$ cat config.mk
export PLATFORM = sky130hd
export DESIGN_NAME = puf_soc_meas_ctrl
export DESIGN_NICKNAME = d
export VERILOG_FILES = /design/src/rtl/puf_soc_meas_ctrl.sv
export SDC_FILE = /design/constraint.sdc
export NUM_CORES = 1
export LEC_CHECK = 0
export CORE_MARGIN = 4
export CORE_UTILIZATION = 40
export DETAILED_ROUTE_END_ITERATION = 8
export PLACE_DENSITY = 0.69
export SLEW_MARGIN = 20
export SYNTH_ARGS = -nofsm -noshare
export SYNTH_HDL_FRONTEND = slang
export SYNTH_SLANG_ARGS = --single-unit
$ cat constraint.sdc
create_clock -name clk -period 11.35 [get_ports clk]
set_input_delay 2.27 -clock clk [delete_from_list [all_inputs] [get_ports clk]]
set_output_delay 2.27 -clock clk [all_outputs]
set_load 0.05 [all_outputs]
$ cat src/rtl/puf_soc_meas_ctrl.sv
// Purpose: sequences one PUF RO-pair measurement (select, settle, snapshot, count window, drain, compare).
// Latency: o_done arrives 2*SETTLE_CYCLES+3+max(win,1) cycles after the accepted start.
// Backpressure: none; starts are ignored while busy, and abort returns to IDLE with results untouched.
module puf_soc_meas_ctrl #(
    parameter int CNT_BIT_SIZE  = 32,
    parameter int WIN_BIT_SIZE  = 16,
    parameter int SEL_BIT_SIZE  = 4,
    parameter int SETTLE_CYCLES = 2
) (
    input  logic                    clk,
    input  logic                    rst,
    input  logic                    i_start,
    input  logic                    i_abort,
    input  logic [SEL_BIT_SIZE-1:0] i_chal,
    input  logic [WIN_BIT_SIZE-1:0] i_win_len,
    output logic [SEL_BIT_SIZE-1:0] o_sel,
    output logic                    o_cnt_en,
    input  logic [CNT_BIT_SIZE-1:0] i_cnt_a,
    input  logic [CNT_BIT_SIZE-1:0] i_cnt_b,
    output logic                    o_busy,
    output logic                    o_done,
    output logic                    o_resp,
    output logic                    o_tie,
    output logic [CNT_BIT_SIZE-1:0] o_diff
);

    typedef enum logic [2:0] {
        IDLE, SELECT, BASE, COUNT, DRAIN, CALC, DONE
    } state_t;

    localparam logic [3:0]              SETTLE_LAST = 4'(SETTLE_CYCLES - 1);
    localparam logic [WIN_BIT_SIZE-1:0] WIN_ONE     = WIN_BIT_SIZE'(1);

    state_t                  state;
    logic [3:0]              settle_cnt;
    logic [WIN_BIT_SIZE-1:0] win_q;
    logic [WIN_BIT_SIZE-1:0] win_cnt;
    logic [CNT_BIT_SIZE-1:0] base_a;
    logic [CNT_BIT_SIZE-1:0] base_b;
    logic [CNT_BIT_SIZE-1:0] delta_a;
    logic [CNT_BIT_SIZE-1:0] delta_b;

    // Measurement FSM; every output is a register so the counters see a glitch-free enable.
    always_ff @(posedge clk or posedge rst) begin
        if (rst) begin
            state      <= IDLE;
            settle_cnt <= '0;
            win_q      <= '0;
            win_cnt    <= '0;
            base_a     <= '0;
            base_b     <= '0;
            delta_a    <= '0;
            delta_b    <= '0;
            o_sel      <= '0;
            o_cnt_en   <= 1'b0;
            o_busy     <= 1'b0;
            o_done     <= 1'b0;
            o_resp     <= 1'b0;
            o_tie      <= 1'b0;
            o_diff     <= '0;
        end else begin
            o_done <= 1'b0;
            if (i_abort && (state != IDLE)) begin
                // Abort leaves o_sel and the previous results in place.
                state    <= IDLE;
                o_cnt_en <= 1'b0;
                o_busy   <= 1'b0;
            end else begin
                case (state)
                    IDLE: begin
                        if (i_start && !i_abort) begin
                            o_sel      <= i_chal;
                            // A zero-length window still counts for one cycle.
                            win_q      <= (i_win_len == '0) ? WIN_ONE : i_win_len;
                            settle_cnt <= SETTLE_LAST;
                            o_busy     <= 1'b1;
                            state      <= SELECT;
                        end
                    end
                    SELECT: begin
                        if (settle_cnt == 4'd0) state <= BASE;
                        else settle_cnt <= settle_cnt - 4'd1;
                    end
                    BASE: begin
                        base_a   <= i_cnt_a;
                        base_b   <= i_cnt_b;
                        win_cnt  <= win_q - WIN_ONE;
                        o_cnt_en <= 1'b1;
                        state    <= COUNT;
                    end
                    COUNT: begin
                        if (win_cnt == '0) begin
                            o_cnt_en   <= 1'b0;
                            settle_cnt <= SETTLE_LAST;
                            state      <= DRAIN;
                        end else begin
                            win_cnt <= win_cnt - WIN_ONE;
                        end
                    end
                    DRAIN: begin
                        if (settle_cnt == 4'd0) state <= CALC;
                        else settle_cnt <= settle_cnt - 4'd1;
                    end
                    CALC: begin
                        // Modular subtraction makes a counter wrap transparent.
                        delta_a <= i_cnt_a - base_a;
                        delta_b <= i_cnt_b - base_b;
                        state   <= DONE;
                    end
                    DONE: begin
                        o_resp <= (delta_a > delta_b);
                        o_tie  <= (delta_a == delta_b);
                        o_diff <= (delta_a > delta_b) ? (delta_a - delta_b) : (delta_b - delta_a);
                        o_done <= 1'b1;
                        o_busy <= 1'b0;
                        state  <= IDLE;
                    end
                    default: state <= IDLE;
                endcase
            end
        end
    end

endmodule

==> reports/metrics.csv <==
metric;value;unit
run status;finished clean;
DR WL met3;1.94;mm
top_reg_cell synth;dfrtp_1;
reg2reg setup slack;7.00;ns
Crit path largest cell delay;0.59;ns
CP max stage cell;o21ai_0;
total core area;0.0366;mm²
synth-to-layout area growth;17.3;%
CP Class;primary input to flip-flop;
clock latency on the worst-skew pair;0.55;ns
Worst Hold End;o_diff[17]$_DFFE_PP0P_;
asr flop ratio synth;1.00;
Vias/cell;5.40;
# Max-Cap Violations;0;
Post-Syn Area;0.0148;mm²
RSZ-0062 raised after global routing;false;
Avg Synthesized Cell Area;8.33;µm²
routed length per instance;16.0;µm
Post-Route WL;37.8;mm
hold path start;o_diff[17]$_DFFE_PP0P_;
final setup vio count;0;
Reg2Reg Capture Point;o_diff[12]$_DFFE_PP0P_;
Die Width;201;µm
PortBufs;128;
max layer used;met5;
diode count;0;
top cells by area, synth;dfrtp_1, ha_1, nand2_1;
Post-CTS Hold Buffers;0;
launching point of the worst reg2reg path;delta_a[25]$_DFFE_PP0P_;
Post-synth EDFFs;0;
Final min period;5.33;ns
final cell count without fillers;2355;
Cells after DPL;2308;
Initial Util;0.405;
GRT Overall Usage;0.185;
Fillers;3511;
I/O Pins;129;
Yosys cell types;74;
clk_skew;0.0116;ns
critical-path cell list;clkdlybuf4s50_1 -> inv_1 -> ha_1 -> fa_1 -> nor2b_1 -> o21ai_0 -> a21o_1 -> a21oi_1 -> a31oi_1 -> o21ai_0 -> o211ai_1 -> nand3b_1 -> nand2_1 -> xnor2_1 -> mux2_2;
hold path cells;2;
VDD IR max;0.109;mV
area of the multi-input gates;0.00869;mm²
cell taking the most area after synthesis;dfrtp_1;
post-cts resize count;0;
Reg area;0.00520;mm²
initial antenna violation count;2;
Clock Path Buffers;3;
CP Data Arrival Time;5.76;ns
dpl hpwl;28.8;mm
Clock Pin Slew Worst Setup and Hold Paths;0.06;ns
most used cell along the critical path;o21ai_0;
routed length on met2;16.7;mm
sequential area share after synthesis;0.351;
Final Total Pwr;3.56;mW
WHS;0.478;ns
Syn Nets;1999;
Seq cells post-synth;208;
CTS sink count;208;
post-CTS setup buffers;0;
vias;12710;
largest net degree at the start of global routing;119;
die footprint;0.0402;mm²
DIE HEIGHT;201;µm
Hold Path Class;flip-flop to flip-flop;
fmax;188;MHz
Yosys top cell area share;0.351;
Yosys warning total;0;
initial DRC count;757;
Tcrit/Tclk final;0.470;
Slew Viols, Final;0;
Pre-Repair DR Iteration Count;9;
Gate Count Post-Synth;1780;
crit-path max FO;5;
final core utilization;0.475;
Core Rows;70;
Post-DRT Antenna Nets;0;
Slew @ Worst Pin;1.02;ns
most frequent cell after synthesis;nand2_1;
Cell Pwr Density;205;mW/mm²
H-Tree Depth;1;
Rel. slew slack;0.321;
Pleak;7.98;nW
Critical Path RT;11.78;ns
CP Launch Type;primary input;
DRC viols;0;
GP Congestion;0.937;
most instantiated cells after synthesis;nand2_1, dfrtp_1, o21ai_0;
layout cells sized above 1;0.0525;
CP endpoint kind;flip-flop;
CTS buffer count;27;
Fin. Hold Viols;0;
R2R depth;13;
first-pass GRT wire length;64.0;mm
Met1 Wirelength;18.2;mm
clock root cell;clkbuf_16;
remaining global-route overflow;0;
Final Net Count;2088;
vias in the first global route;12419;
CTS tree;done;
Sum Neg Setup Slack;0;ns
## per-layer routing
metal  GRT usage  up-vias
met5           0        -
met4      0.0470        4
met3      0.0279       62
met2       0.296      330
met1       0.265     5914
li1            -     6400
## cell families (layout without fill, tap and decap cells)
family | Yosys count | count (layout) | synth area share
buffers and inverters | 241 | 348 | 0.0633
multiplexers | 58 | 58 | 0.0414
adder cells (fa/ha/maj) | 131 | 131 | 0.113
AND/OR/NAND/NOR | 512 | 512 | 0.157
XOR/XNOR | 76 | 76 | 0.0449
AO/OA/AOI/OAI | 554 | 554 | 0.230
flip-flops | 208 | 208 | 0.351
## worst max-delay path by stage
stage / cells past startpoint / from / slack [ns] / endpoint
3_5_place_dp: 15 / i_cnt_a[0] / 5.45 / delta_a[28]$_DFFE_PP0P_
2_1_floorplan: 1 / rst / 3.40 / base_a[0]$_DFFE_PP0P_
3_3_place_gp: 15 / i_cnt_a[0] / 5.49 / delta_a[28]$_DFFE_PP0P_
4_1_cts: 15 / i_cnt_a[0] / 6.01 / delta_a[28]$_DFFE_PP0P_
5_1_grt: 15 / i_cnt_a[0] / 5.65 / delta_a[28]$_DFFE_PP0P_
6_report: 15 / i_cnt_a[0] / 6.02 / delta_a[28]$_DFFE_PP0P_
## per-stage QoR
step	cell area [µm²]	setup WS [ns]
floorplan	14800	3.40
global placement	16500	5.49
detailed placement	16500	5.45
CTS	17400	6.01
global route	17400	5.65
finish	17400	6.02
## area by class of cell
type | instances | share of cell area
well taps | 468 | 0.0337
multi-input cells | 1331 | 0.500
flip-flops and latches | 208 | 0.299
clock buffers | 37 | 0.0450
clock inverters | 10 | 0.00871
repair buffers | 138 | 0.0780
inverters | 163 | 0.0356
## placed cells by master (no fill, tap or decap), types with 11 or more instances in the layout
cell type and n:
o21bai_1 21, a21oi_1 129, nand2_1 230, clkbuf_16 27, a31oi_1 20, nor2_1 103
nor2b_1 17, mux2i_1 31, mux2_2 26, a2111oi_0 11, o21ai_0 169, o211ai_1 14
xor2_1 42, nand2b_1 13, a21o_1 55, ha_1 127, nor3_1 37, nand4_1 15
or3_1 14, xnor2_1 34, a211oi_1 17, nand3_1 25, clkdlybuf4s50_1 128, o21a_1 19
inv_1 162, dfrtp_1 208, o31ai_1 11, and3_1 19, o21ai_1 29
## where the power goes
| part | switching, mW | internal [mW] |
|---|---|---|
| sequential | 0.128 | 0.937 |
| clock | 0.336 | 0.550 |
| combinational | 0.923 | 0.690 |
## critical path: cells and delay by family
family	cells	cell delay, ns
fa+ha+maj	2	0.62
simple gates	3	0.37
mux	1	0.26
xor+xnor	1	0.13
buf+inv	2	0.51
compound gates	6	1.60
## registers in the layout, indices dropped and copies added, names as in the netlist
| name | flops |
|---|---|
| settle_cnt | 4 |
| o_done | 1 |
| o_diff | 32 |
| delta_b | 32 |
| o_cnt_en | 1 |
| win_cnt | 16 |
| base_b | 32 |
| o_resp | 1 |
| win_q | 16 |
| base_a | 32 |
| o_busy | 1 |
| o_tie | 1 |
| delta_a | 32 |
| o_sel | 4 |
| state | 3 |
Note: power is estimated with default switching activity, not from simulation.
